===== config.mk =====
export PLATFORM = sky130hd
export DESIGN_NAME = spart_brg_os
export DESIGN_NICKNAME = d
export VERILOG_FILES = /design/src/rtl/spart_pkg.sv /design/src/rtl/brg_reload_counter.sv /design/src/rtl/spart_brg_os.sv
export SDC_FILE = /design/constraint.sdc
export NUM_CORES = 1
export LEC_CHECK = 0
export BUFFER_PORTS_ARGS = -buffer_cell sky130_fd_sc_hd__buf_2
export CORE_MARGIN = 4
export CORE_UTILIZATION = 35
export CTS_BUF_LIST = sky130_fd_sc_hd__clkbuf_16
export DETAILED_ROUTE_END_ITERATION = 16
export GPL_TIMING_DRIVEN = 1
export PLACE_DENSITY = 0.6
export SYNTH_ARGS = -nofsm -noshare
export SYNTH_HDL_FRONTEND = slang
export SYNTH_SLANG_ARGS = --single-unit

===== constraint.sdc =====
create_clock -name clk -period 3.6 [get_ports clk]
set_clock_uncertainty 0.05 [all_clocks]
set_input_delay 0.36 -clock clk [delete_from_list [all_inputs] [get_ports clk]]
set_output_delay 0.36 -clock clk [all_outputs]
set_load 0.03 [all_outputs]

===== src/rtl/spart_pkg.sv =====
// Shared SPART constants: baud divisors for the 100 MHz system clock,
// the default rx oversampling exponent, and the divisor byte-write flags.
package spart_pkg;

  localparam int unsigned SYS_CLK_HZ  = 100_000_000;
  localparam int unsigned OS_LOG2_DEF = 4;

  // Divisor for a given bit rate: period is div+1 clocks, rounded to nearest.
  function automatic int unsigned baud_div(input int unsigned baud);
    return ((SYS_CLK_HZ + (baud / 2)) / baud) - 1;
  endfunction

  localparam logic [15:0] DIV_9600   = 16'(baud_div(9600));
  localparam logic [15:0] DIV_19200  = 16'(baud_div(19200));
  localparam logic [15:0] DIV_38400  = 16'(baud_div(38400));
  localparam logic [15:0] DIV_115200 = 16'(baud_div(115200));

  // Which divisor bytes have been written since reset.
  typedef struct packed {
    logic high;
    logic low;
  } wr_flags_t;

endpackage


===== src/rtl/brg_reload_counter.sv =====
// Reloading down-counter producing a registered one-cycle tick.
// Ports: clk, rst (async, active-high), run (count enable), clear (force
// count to 0, highest priority), reload_val (value loaded at terminal count),
// resync (reload without ticking), tick (strobe the cycle after count==0).
module brg_reload_counter
  import spart_pkg::*;
#(
  parameter int unsigned W = 16
) (
  input  logic         clk,
  input  logic         rst,
  input  logic         run,
  input  logic         clear,
  input  logic [W-1:0] reload_val,
  input  logic         resync,
  output logic         tick
);

  logic [W-1:0] cnt;

  // Period is reload_val+1; decrement never wraps since reload happens at 0.
  always_ff @(posedge clk or posedge rst) begin
    if (rst) begin
      cnt  <= '0;
      tick <= 1'b0;
    end else if (clear) begin
      cnt  <= '0;
      tick <= 1'b0;
    end else if (!run) begin
      tick <= 1'b0;
    end else if (resync) begin
      cnt  <= reload_val;
      tick <= 1'b0;
    end else if (cnt == '0) begin
      cnt  <= reload_val;
      tick <= 1'b1;
    end else begin
      cnt  <= cnt - W'(1);
      tick <= 1'b0;
    end
  end

endmodule


===== src/rtl/spart_brg_os.sv =====
// SPART baud rate generator with rx oversampling.
// Ports: clk, rst (async, active-high); enable (global run); load_low /
// load_high + data_in (divisor byte writes, high wins); rx_resync (receiver
// start-bit realign); tx_enable (bit-rate strobe); rx_enable (oversample
// strobe, divisor >> OS_LOG2); brg_ready (divisor valid, strobes permitted).
module spart_brg_os
  import spart_pkg::*;
#(
  parameter int unsigned      DIV_W        = 16,
  parameter int unsigned      OS_LOG2      = OS_LOG2_DEF,
  parameter logic [DIV_W-1:0] DEF_DIV      = DIV_W'(16'h028B),
  parameter bit               REQUIRE_LOAD = 1'b1
) (
  input  logic       clk,
  input  logic       rst,
  input  logic       enable,
  input  logic       load_low,
  input  logic       load_high,
  input  logic [7:0] data_in,
  input  logic       rx_resync,
  output logic       tx_enable,
  output logic       rx_enable,
  output logic       brg_ready
);

  logic [DIV_W-1:0] div_q;
  logic [DIV_W-1:0] rx_div;
  wr_flags_t        flags_q;
  wr_flags_t        flags_nxt;
  logic             ready_nxt;
  logic             clear_c;

  // Flag update, ready detection and counter restart on any write.
  always_comb begin
    flags_nxt = flags_q;
    if (load_high) begin
      flags_nxt.high = 1'b1;
    end else if (load_low) begin
      flags_nxt.low = 1'b1;
    end
    ready_nxt = brg_ready | (flags_nxt.high & flags_nxt.low) | ~REQUIRE_LOAD;
    // Counters sit at 0 until ready, and restart from 0 after every write.
    clear_c   = load_low | load_high | ~ready_nxt;
  end

  assign rx_div = div_q >> OS_LOG2;

  // Divisor bytes, write flags and sticky ready.
  always_ff @(posedge clk or posedge rst) begin
    if (rst) begin
      div_q     <= DEF_DIV;
      flags_q   <= '0;
      brg_ready <= ~REQUIRE_LOAD;
    end else begin
      flags_q   <= flags_nxt;
      brg_ready <= ready_nxt;
      if (load_high) begin
        div_q[15:8] <= data_in;
      end else if (load_low) begin
        div_q[7:0] <= data_in;
      end
    end
  end

  brg_reload_counter #(.W(DIV_W)) u_tx (
    .clk        (clk),
    .rst        (rst),
    .run        (enable),
    .clear      (clear_c),
    .reload_val (div_q),
    .resync     (1'b0),
    .tick       (tx_enable)
  );

  brg_reload_counter #(.W(DIV_W)) u_rx (
    .clk        (clk),
    .rst        (rst),
    .run        (enable),
    .clear      (clear_c),
    .reload_val (rx_div),
    .resync     (rx_resync),
    .tick       (rx_enable)
  );

endmodule

==> results.txt, run 1 <==
----------------------------------------------------
[STA]
  Setup violators final ... 0
  Final Max Tran Viols ... 0
  Achievable frequency ... 371 MHz
  Worst slew pin tran ... 0.831 ns
  Final Hold Slack ... 0.0493 ns
  TNS Setup ... 0 ns
  Worst slew margin relative to its limit ... 44.6%
  Period utilization ... 74.8%
  RSZ-0062 raised after global routing ... false
  Shortest clock period the worst path allows after layout ... 2.69 ns
  Number of endpoints with negative hold slack in the final report ... 0

[Die]
  Vertical extent of the die ... 102 um
  Core region area ... 0.00834 mm2
  Die Width ... 102 um
  Number of core rows ... 33
  IO Count ... 17
  Initial standard-cell utilization of the core ... 36.7%
  Die Area ... 0.0103 mm2

[Global route]
  Global-route wire length before repair ... 13400 um
  Peak-usage layer in the global routing report ... met2
  Global Route met2 Usage ... 25.3%
  Largest net degree at the start of global routing ... 33
  Number of global-route vias before repair ... 2526
  Global-route usage over all layers ... 16.5%
  Initial antenna violation count ... 0
  Grt ovf ... 0
  Fraction of met1 tracks used by global routing ... 23.9%
  Global routing usage on met3 ... 2.62%

[Synthesis]
  Synth cell count leaders ... sky130_fd_sc_hd__dfrtp_1, sky130_fd_sc_hd__a21oi_1, sky130_fd_sc_hd__nor2_1, sky130_fd_sc_hd__nor3_1, sky130_fd_sc_hd__nand2_1
  Cell Area, Synth ... 0.00306 mm2
  Most repeated cell in the gate-level netlist after synthesis ... sky130_fd_sc_hd__dfrtp_1
  Sequential-to-total area share from yosys stat ... 43.5%
  Area leader, netlist ... sky130_fd_sc_hd__dfrtp_1
  Post-synthesis async set-or-reset flop share ... 100%
  Synthesized area per cell ... 9.39 um2
  Count of yosys warnings during synthesis ... 0
  Post-synth EDFFs ... 0
  Most frequently used flop master after synthesis ... sky130_fd_sc_hd__dfrtp_1
  Area share of the largest cell type after synthesis ... 39.2%
  Ranking of synthesized cells by area ... sky130_fd_sc_hd__dfrtp_1, sky130_fd_sc_hd__mux2_2, sky130_fd_sc_hd__dfstp_2
  Distinct cell type count of the synthesized netlist ... 57
  Net count after synthesis ... 343
  Register bit total from synthesis ... 53
  Post-synthesis cell count ... 326

[CTS]
  Post-CTS Resized ... 0
  Total number of clock tree sinks ... 53
  Latest clock arrival within the worst-skew pair ... 0.28 ns
  Hold buffer count at cts ... 0
  H-Tree Depth ... 2
  Clock Pin Slew Worst Setup and Hold Paths ... 0.07 ns
  Clock tree root driver cell ... sky130_fd_sc_hd__clkbuf_16
  CTS tree ... built
  Number of buffers added by the clock tree synthesis step ... 5
  Post-CTS Setup Bufs ... 0
  CTS max path bufs ... 2

[Pwr]
  LEAKAGE ... 1.41 nW
  Total power divided by cell area ... 623 mW/mm2
  Highest ir drop seen on vdd ... 0.234 mV

[Routing]
  Count of TritonRoute iterations in the first routing pass ... 5
  Initial drt markers ... 207
  Total Wirelength ... 8040 um
  Via total after detailed routing ... 2714
  DRC viols ... 0
  Count of antenna-violating nets left after detailed routing ... 0
  Via-to-Cell Ratio ... 6.17
  Routed wire per std cell ... 18.3 um

[Worst setup path]
  Data arrival time of the critical path ... 2.77 ns
  Kind of end point of the critical path ... register
  Biggest fanout along the worst timing path ... 16
  Kind of critical path ... register to register
  Chain of cells forming the critical path ... inv_1 -> ha_1 -> or4b_2 -> nor4_4 -> nor2_1 -> a211oi_1 -> a211oi_1
  Bufs and invs on worst path ... 1
  Worst path depth ... 7
  R2r worst-path depth ... 7
  Largest delay share family, worst path ... simple AND/OR/NAND/NOR gates
  Data required time of the critical path ... 3.68 ns
  Library cell appearing most often on the critical path ... sky130_fd_sc_hd__a211oi_1
  Slowest cell on the critical path ... sky130_fd_sc_hd__nor4_4
  Launching element type of the critical path ... register
  Largest incremental delay on the critical path ... 0.71 ns

[Min path]
  Worst hold path type ... input pin to asynchronous set/reset pin

[Placed design]
  Input/output buffers ... 16
  Detailed placement HPWL ... 5610 um
  Cell area reported after detailed placement ... 0.00321 mm2
  GPL Wtd Cong ... 0.860

[Finish]
  Final antenna diode count ... 0
  Post-Layout Inst Area ... 0.00337 mm2
  Area Overhead vs Synth ... 10.1%
  Fraction of layout instances using a drive strength above 1 ... 18.5%
  Count of nets after finishing ... 351

[Status]
  Result of the run ... finished clean

[Job]
  Max-Cap Viols ... 0

----------------------------------------------------
==> where the power goes <==
group          internal, mW  switching, mW
registers             0.668         0.0890
logic                 0.310          0.497
clock network         0.325          0.211
==> per-layer routing <==
metal | share of wire (%) | routed length (um)
met1 | 48 | 3850
met3 | 4.5 | 364
met2 | 46 | 3680
met5 | 0 | 0
met4 | 1.8 | 144
==> per-stage QoR <==
step                std cells  worst slack [ns]  utilization [%]  power (mW)
floorplan                 326              1.27                -        1.38
global placement          432              1.00             38.4        1.54
detailed placement        432             0.918             38.4        1.56
CTS                       440             0.924             40.4        2.10
global route              440             0.746             40.4        2.23
finish                    440             0.908             40.4        2.10
==> worst paths after layout <==
| path | start | to | slack [ns] |
|---|---|---|---|
| max | u_tx.cnt[0]$_DFFE_PP0P_ | u_tx.cnt[1]$_DFFE_PP0P_ | 0.91 |
| min | rst | flags_q[0]$_DFF_PP0_ | 0.05 |
| max reg2reg | u_tx.cnt[0]$_DFFE_PP0P_ | u_tx.cnt[1]$_DFFE_PP0P_ | 0.91 |
| min reg2reg | flags_q[1]$_DFF_PP0_ | flags_q[1]$_DFF_PP0_ | 0.44 |
| max in group asynchronous | rst | div_q[0]$_DFFE_PP1P_ | 2.64 |
| min in group clk | data_in[3] | div_q[3]$_DFFE_PP1P_ | 0.24 |
==> worst reg2reg max path: cells and delay by family, from the launching register on <==
family | cells | cell delay [ns]
and+or+nand+nor | 3 | 1.43
DFF | 1 | 0.39
AOI/OAI and AO/OA | 2 | 0.30
adders and majority gates | 1 | 0.24
buffers and inverters | 1 | 0.13
==> cell families (layout without fill, tap and decap cells) <==
family                     after synthesis  count (layout)  share of synthesized area, %
and+or+nand+nor                        126             126                          24.4
DFF                                     53              53                          43.5
muxes                                   15              15                          5.48
AOI/OAI and AO/OA                       95              95                          20.3
buffers and inverters                   34              43                          5.07
adders and majority gates                3               3                          1.23
==> placed cells by master (no fill, tap or decap), types with 6 or more instances in the layout <==
cell type,synthesis,layout
sky130_fd_sc_hd__nor2_1,22,22
sky130_fd_sc_hd__dfrtp_1,48,48
sky130_fd_sc_hd__nand2_1,19,19
sky130_fd_sc_hd__nor4_1,10,10
sky130_fd_sc_hd__a31oi_1,6,6
sky130_fd_sc_hd__or4_1,8,8
sky130_fd_sc_hd__nand4_1,6,6
sky130_fd_sc_hd__o21ai_0,17,17
sky130_fd_sc_hd__nand3_1,8,8
sky130_fd_sc_hd__inv_1,14,14
sky130_fd_sc_hd__buf_2,4,16
sky130_fd_sc_hd__mux2_2,12,12
sky130_fd_sc_hd__nor3_1,22,22
sky130_fd_sc_hd__o22ai_1,6,6
sky130_fd_sc_hd__a211oi_1,6,6
sky130_fd_sc_hd__a21oi_1,25,25
==> registers in the layout, indices dropped and copies added, names as in the netlist <==
| signal | count |
|---|---|
| u_rx.cnt | 16 |
| flags_q | 2 |
| div_q | 16 |
| brg_ready | 1 |
| u_rx.tick | 1 |
| u_tx.cnt | 16 |
| u_tx.tick | 1 |
==> layout make-up <==
| type | count | area, um2 |
|---|---|---|
| Fill cell | 874 | 4970 |
| Multi-Input combinational cell | 239 | 1570 |
| Sequential cell | 53 | 1330 |
| Tap cell | 105 | 131 |
| Clock buffer | 5 | 125 |
| Timing Repair Buffer | 21 | 118 |
| Inverter | 14 | 52.6 |
| Clock inverter | 3 | 38.8 |
No activity file was read; power rests on OpenSTA's default activity.
==> inputs of run 2 (changes only) <==
ABC_AREA = 1   (was default)
PLACE_DENSITY = 0.61   (was 0.6)
clock period = 2.3 ns   (was 3.6 ns; I/O delays follow)
==> run 2 against run 1 <==
- combinational power rose by 63%
- die area rose by 8.0%
- total power rose by 62%
- final area rose by 9.6%
- setup slack got worse by 0.58 ns
- worst hold slack improved by 0.0090 ns
- critical path depth did not move
- critical path type unchanged
- critical endpoint is now u_tx.cnt[5]$_DFFE_PP0P_
==> results.txt, run 2 <==
----------------------------------------------------
[Status]
  Result of the run ... finished clean

[Placed design]
  GPL Wtd Cong ... 0.887 (+3.1%)
  Number of placed instances with taps included ... 592 (+37%)
  Input/output buffers ... 16 (unchanged)
  Detailed placement HPWL ... 5990 um (+6.7%)

[Die]
  Number of core rows ... 35 (+6.1%)
  Die Width ... 105 um (+3.9%)
  IO Count ... 17 (unchanged)
  Vertical extent of the die ... 105 um (+3.9%)
  Core region area ... 0.00924 mm2 (+11%)
  Initial standard-cell utilization of the core ... 36.0% (-0.70 points)
  Die Area ... 0.0111 mm2 (+8.0%)

[STA]
  TNS Setup ... 0 ns (unchanged)
  Worst slew pin tran ... 0.542 ns (-0.289 ns)
  Setup violators final ... 0 (unchanged)
  RSZ-0062 raised after global routing ... false
  Worst slew margin relative to its limit ... 63.9% (+19 points)
  Period utilization ... 85.6% (+11 points)
  Number of endpoints with negative hold slack in the final report ... 0 (unchanged)
  Achievable frequency ... 508 MHz (+37%)
  Final Max Tran Viols ... 0 (unchanged)
  Shortest clock period the worst path allows after layout ... 1.97 ns (-0.723 ns)

[Worst setup path]
  Kind of critical path ... register to register
  Data required time of the critical path ... 2.48 ns (-1.20 ns)
  Launching element type of the critical path ... register
  Biggest fanout along the worst timing path ... 13 (-3)
  Kind of end point of the critical path ... register
  Data arrival time of the critical path ... 2.15 ns (-0.62 ns)

[Routing]
  Count of TritonRoute iterations in the first routing pass ... 5 (unchanged)
  Via total after detailed routing ... 2909 (+7.2%)
  Via-to-Cell Ratio ... 4.84 (-22%)
  Count of antenna-violating nets left after detailed routing ... 0 (unchanged)
  DRC viols ... 0 (unchanged)
  Total Wirelength ... 8180 um (+1.7%)
  Routed wire per std cell ... 13.6 um (-26%)
  Initial drt markers ... 227 (+9.7%)

[CTS]
  Clock tree root driver cell ... sky130_fd_sc_hd__clkbuf_16
  Clock Pin Slew Worst Setup and Hold Paths ... 0.07 ns (about the same)
  CTS max path bufs ... 2 (unchanged)
  Number of buffers added by the clock tree synthesis step ... 5 (unchanged)
  H-Tree Depth ... 2 (unchanged)
  CTS tree ... built
  Total number of clock tree sinks ... 53 (unchanged)
  Latest clock arrival within the worst-skew pair ... 0.29 ns (about the same)

[Global route]
  Number of global-route vias before repair ... 2857 (+13%)
  Global-route wire length before repair ... 14400 um (+6.9%)
  Largest net degree at the start of global routing ... 32 (-3.0%)
  Global-route usage over all layers ... 15.8% (-0.68 points)
  Grt ovf ... 0 (unchanged)
  Initial antenna violation count ... 0 (unchanged)

[Synthesis]
  Post-synthesis async set-or-reset flop share ... 100% (unchanged)
  Distinct cell type count of the synthesized netlist ... 33 (-42%)
  Synth cell count leaders ... sky130_fd_sc_hd__nand2_1, sky130_fd_sc_hd__inv_1, sky130_fd_sc_hd__nand3_1
  Sequential-to-total area share from yosys stat ... 40.1% (-3.5 points)
  Post-synth EDFFs ... 0 (unchanged)
  Cell Area, Synth ... 0.00333 mm2 (+8.7%)
  Count of yosys warnings during synthesis ... 0 (unchanged)
  Most repeated cell in the gate-level netlist after synthesis ... sky130_fd_sc_hd__nand2_1
  Register bit total from synthesis ... 53 (unchanged)
  Synthesized area per cell ... 7.28 um2 (-22%)
  Net count after synthesis ... 474 (+38%)
  Area share of the largest cell type after synthesis ... 36.1% (-3.1 points)
  Most frequently used flop master after synthesis ... sky130_fd_sc_hd__dfrtp_1
  Area leader, netlist ... sky130_fd_sc_hd__dfrtp_1
  Post-synthesis cell count ... 457 (+40%)
  Ranking of synthesized cells by area ... sky130_fd_sc_hd__dfrtp_1, sky130_fd_sc_hd__nand2_1, sky130_fd_sc_hd__nand3_1

[Pwr]
  Highest ir drop seen on vdd ... 0.424 mV (+81%)
  LEAKAGE ... 1.96 nW (+39%)
  Total power divided by cell area ... 919 mW/mm2 (+48%)

[Finish]
  Top flop regs ... div_q: 16 flops, u_rx.cnt: 16 flops, u_tx.cnt: 16 flops
  Area Overhead vs Synth ... 11.1%
  Fill cell instance count of the final layout ... 962 (+10%)
  Final standard cell count with taps included and fillers excluded ... 601 (+37%)
  Most frequent standard cell in the layout excluding fill and tap cells ... sky130_fd_sc_hd__nand2_1
  Final antenna diode count ... 0 (unchanged)
  Fraction of layout instances using a drive strength above 1 ... 15.7% (-2.8 points)
  Count of nets after finishing ... 488 (+39%)
  Most used cells in the layout excluding fill and tap cells ... sky130_fd_sc_hd__nand2_1, sky130_fd_sc_hd__inv_1, sky130_fd_sc_hd__nand3_1, sky130_fd_sc_hd__nor2_1, sky130_fd_sc_hd__dfrtp_1

[Job]
  Max-Cap Viols ... 0 (unchanged)

[Min path]
  Worst hold path type ... input pin to register

----------------------------------------------------
## run 2: per-layer routing
metal | share of wire [%] | global-route usage (%) | routed length, um | vias to the layer above
met2 | 43 | 23.6 | 3530 | 78
met3 | 5.3 | 2.45 | 437 | 10
met5 | 0 | 0 | 0 | -
met4 | 1.7 | 4.31 | 142 | 0
li1 | - | - | - | 1463
met1 | 50 | 23.6 | 4070 | 1358
## run 2: power by group
part | total, mW | switching [mW] | leakage (nW) | internal (mW)
logic | 1.32 | 0.901 | 1.19 | 0.416
clock network | 0.967 | 0.345 | 0.0938 | 0.622
registers | 1.11 | 0.0781 | 0.673 | 1.03
## run 2: metrics by stage
stage	worst slack, ns	hold WS, ns	util, %	area (um2)	total power [mW]
after floorplan	0.742	0.253	-	3330	2.16
after global placement	0.378	0.246	37.8	3490	2.42
after detailed placement	0.345	0.253	37.8	3490	2.42
after CTS	0.361	0.0569	40.0	3690	3.40
after global routing	0.158	0.0705	40.0	3690	3.66
final	0.330	0.0583	40.0	3690	3.39
## run 2: area by class of cell
type | count | area (um2) | share of cell area, %
clock buffer | 5 | 125 | 3.39
clock inverter | 3 | 65.1 | 1.76
inverter | 56 | 213 | 5.76
multi-input combinational | 336 | 1680 | 45.5
sequential | 53 | 1330 | 36.1
tap | 129 | 161 | 4.37
timing repair buffer | 19 | 118 | 3.18
## run 2: what timing repair did
action / CTS / global route
resized for setup: 0 / 0
hold buffers: 1 / 0
setup buffers: 0 / 0
hold endpoints to repair: 18 / 0
## run 2: kinds of logic (layout without fill, tap and decap cells)
logic type	after synthesis	in the layout	synth area share, %
AO/OA/AOI/OAI	33	33	5.64
XOR/XNOR	6	6	1.58
adder cells (fa/ha/maj)	3	3	1.13
buffers and inverters	68	83	9.44
flip-flops	53	53	40.1
multiplexers	3	3	1.02
AND/OR/NAND/NOR	291	291	41.1
## run 2: final timing paths
check / startpoint / to / slack, ns / depth (start not counted)
min in group asynchronous: rst / div_q[4]$_DFFE_PP0P_ / 0.47 / 3
setup reg to reg: u_tx.cnt[7]$_DFFE_PP0P_ / u_tx.cnt[5]$_DFFE_PP0P_ / 0.33 / 7
hold reg to reg: flags_q[0]$_DFF_PP0_ / flags_q[0]$_DFF_PP0_ / 0.43 / 2
setup / recovery: u_tx.cnt[7]$_DFFE_PP0P_ / u_tx.cnt[5]$_DFFE_PP0P_ / 0.33 / 7
hold / removal: rx_resync / u_rx.tick$_DFF_PP0_ / 0.06 / 2
max in group asynchronous: rst / div_q[9]$_DFFE_PP1P_ / 1.10 / 4
## run 2: critical path, stage by stage (launching register included)
cell and delay, ns:
sky130_fd_sc_hd__dfrtp_1 0.43, sky130_fd_sc_hd__nor2_1 0.21, sky130_fd_sc_hd__nand2_1 0.15, sky130_fd_sc_hd__nor2_2 0.47, sky130_fd_sc_hd__nand2_2 0.28, sky130_fd_sc_hd__nand3_1 0.14, sky130_fd_sc_hd__nand3_1 0.08, sky130_fd_sc_hd__nand2_1 0.09
==> inputs of run 3 (changes only) <==
PLACE_DENSITY = 0.59   (was 0.61)
clock period = 2.1 ns   (was 2.3 ns; I/O delays follow)
==> run 3 against run 2 <==
- die area unchanged
- worst hold slack got worse by 0.025 ns
- via count increased by 1.6%
- sequential share of layout area decreased by 0.36 points
- total power increased by 11%
- clock-buffer cell count unchanged
- final area increased by 1.0%
- utilization increased by 0.41 points
- combinational power increased by 11%
- global-route usage increased by 0.55 points
- critical endpoint is now u_tx.cnt[4]$_DFFE_PP0P_
- highest routed layer unchanged
==> results.txt, run 3 (synthesis gave the netlist of run 2 again) <==
----------------------------------------------------
[CTS]
  Clock tree root driver cell ... sky130_fd_sc_hd__clkbuf_16
  H-Tree Depth ... 2 (unchanged)
  Clock Pin Slew Worst Setup and Hold Paths ... 0.07 ns (about the same)
  Post-CTS Resized ... 0 (unchanged)
  CTS max path bufs ... 2 (unchanged)
  Number of buffers added by the clock tree synthesis step ... 5 (unchanged)
  Total number of clock tree sinks ... 53 (unchanged)
  Latest clock arrival within the worst-skew pair ... 0.29 ns (about the same)
  CTS tree ... built

[Finish]
  Most frequent standard cell in the layout excluding fill and tap cells ... sky130_fd_sc_hd__nand2_1
  Final antenna diode count ... 0 (unchanged)
  Count of nets after finishing ... 493 (+1.0%)
  Fraction of layout instances using a drive strength above 1 ... 16.6% (+0.88 points)
  Most used cells in the layout excluding fill and tap cells ... sky130_fd_sc_hd__nand2_1, sky130_fd_sc_hd__inv_1, sky130_fd_sc_hd__nand3_1, sky130_fd_sc_hd__nor2_1, sky130_fd_sc_hd__dfrtp_1
  Area Overhead vs Synth ... 12.2%
  Top flop regs ... div_q: 16 flops, u_rx.cnt: 16 flops, u_tx.cnt: 16 flops
  Final standard cell count with taps included and fillers excluded ... 606 (+0.83%)
  Post-layout utilization of the core ... 40.4% (+0.41 points)

[STA]
  Number of endpoints with negative hold slack in the final report ... 0 (unchanged)
  Fin worst setup slack ... 0.238 ns (-0.0925 ns)
  Shortest clock period the worst path allows after layout ... 1.86 ns (-0.108 ns)
  Worst slew margin relative to its limit ... 60.7% (-3.2 points)
  Final Max Tran Viols ... 0 (unchanged)
  Achievable frequency ... 537 MHz (+5.8%)
  Worst slew pin tran ... 0.589 ns (+0.0470 ns)
  TNS Setup ... 0 ns (unchanged)
  RSZ-0062 raised after global routing ... false
  Final Hold Slack ... 0.0336 ns (-0.0247 ns)
  Setup violators final ... 0 (unchanged)
  Period utilization ... 88.7% (+3.0 points)

[Pwr]
  Share of total power in the clock network ... 28.6% (about the same)
  Highest ir drop seen on vdd ... 0.470 mV (+11%)
  Internal power ... 2.29 mW (+11%)
  Total power divided by cell area ... 1010 mW/mm2 (+9.6%)
  Sequential share of power ... 32.3% (-0.4 points)
  LEAKAGE ... 1.98 nW (+1.1%)
  Power share of the combinational group ... 39.1% (+0.3 points)
  Net Switching ... 1.47 mW (+11%)
  Proportion of total power due to net switching ... 39.1% (+0.048 points)

[Placed design]
  Detailed placement HPWL ... 6240 um (+4.2%)
  Input/output buffers ... 16 (unchanged)
  Number of placed instances with taps included ... 597 (+0.84%)
  Worst slack, placed ... 0.284 ns (-0.0611 ns)
  GPL Wtd Cong ... 0.899 (+1.4%)

[Routing]
  DRC viols ... 0 (unchanged)
  Routed wire per std cell ... 13.9 um (+2.3%)
  Via total after detailed routing ... 2956 (+1.6%)
  Via-to-Cell Ratio ... 4.88 (+0.78%)
  Count of antenna-violating nets left after detailed routing ... 0 (unchanged)
  Total Wirelength ... 8430 um (+3.1%)
  Initial drt markers ... 210 (-7.5%)
  Count of TritonRoute iterations in the first routing pass ... 4 (-1)

[Worst setup path]
  Kind of critical path ... register to register
  Data arrival time of the critical path ... 2.03 ns (-0.12 ns)
  Biggest fanout along the worst timing path ... 11 (-2)
  Launching element type of the critical path ... register
  Kind of end point of the critical path ... register
  R2r setup slk ... 0.24 ns (-0.09 ns)
  Data required time of the critical path ... 2.27 ns (-0.21 ns)

[Global route]
  Grt ovf ... 0 (unchanged)
  Global-route usage over all layers ... 16.4% (+0.55 points)
  Global-route wire length before repair ... 14600 um (+1.6%)
  Initial antenna violation count ... 0 (unchanged)
  Number of global-route vias before repair ... 2896 (+1.4%)
  Largest net degree at the start of global routing ... 29 (-9.4%)

[Die]
  Number of core rows ... 35 (unchanged)
  Initial standard-cell utilization of the core ... 36.0% (unchanged)
  Core region area ... 0.00924 mm2 (unchanged)
  IO Count ... 17 (unchanged)
  Die Area ... 0.0111 mm2 (unchanged)
  Die Width ... 105 um (unchanged)
  Vertical extent of the die ... 105 um (unchanged)

[Min path]
  Worst hold path type ... input pin to register

[Status]
  Result of the run ... finished clean

[Job]
  Max-Cap Viols ... 0 (unchanged)

----------------------------------------------------
==> run 3: final timing paths <==
check | startpoint | end | cells after the start
setup / recovery | u_tx.cnt[0]$_DFFE_PP0P_ | u_tx.cnt[4]$_DFFE_PP0P_ | 8
hold / removal | rx_resync | u_rx.tick$_DFF_PP0_ | 2
setup reg to reg | u_tx.cnt[0]$_DFFE_PP0P_ | u_tx.cnt[4]$_DFFE_PP0P_ | 8
hold reg to reg | flags_q[1]$_DFF_PP0_ | flags_q[1]$_DFF_PP0_ | 1
max in group asynchronous | rst | u_rx.tick$_DFF_PP0_ | 4
min in group asynchronous | rst | flags_q[1]$_DFF_PP0_ | 3
==> run 3: final cells by class <==
class | instances | area [um2]
Fill cell | 946 | 5510
Multi-Input combinational cell | 336 | 1680
Sequential cell | 53 | 1330
Inverter | 56 | 213
Tap cell | 129 | 161
Timing Repair Buffer | 24 | 155
Clock buffer | 5 | 125
Clock inverter | 3 | 65.1
==> run 3: what timing repair did <==
action / in CTS / in global routing
setup buffers: 0 / 0
hold buffers: 1 / 0
hold endpoints to repair: 21 / 0
==> run 3: per-stage QoR <==
| step | total power [mW] | cell area, um2 |
|---|---|---|
| after detailed placement | 2.70 | 3530 |
| after global placement | 2.69 | 3530 |
| after CTS | 3.78 | 3730 |
| after global routing | 4.04 | 3730 |
| final | 3.76 | 3730 |
| after floorplan | 2.36 | 3330 |
==> run 3: power by group through the flow <==
stage               Combinational [mW]  Sequential (mW)  Clock, mW
global route                      1.69             1.23       1.12
CTS                               1.47             1.21       1.09
detailed placement                1.46             1.23          0
global placement                  1.46             1.23          0
finish                            1.47             1.22       1.07
floorplan                         1.15             1.21          0
==> run 3: critical path: stages, from the launching register on <==
cell and delay, ns:
sky130_fd_sc_hd__dfrtp_1 0.38, sky130_fd_sc_hd__inv_1 0.15, sky130_fd_sc_hd__ha_1 0.18, sky130_fd_sc_hd__inv_1 0.07, sky130_fd_sc_hd__nor3_1 0.21, sky130_fd_sc_hd__nand3_1 0.35, sky130_fd_sc_hd__o21ai_0 0.23, sky130_fd_sc_hd__nand3_2 0.10
sky130_fd_sc_hd__o21ai_2 0.07
==> run 3: routing by layer <==
layer	share of wire [%]	GRT usage, %	up-vias
li1	-	-	1484
met1	47	23.8	1391
met2	46	25.7	73
met3	5.2	2.20	8
met4	1.6	4.03	0
met5	0	0	-
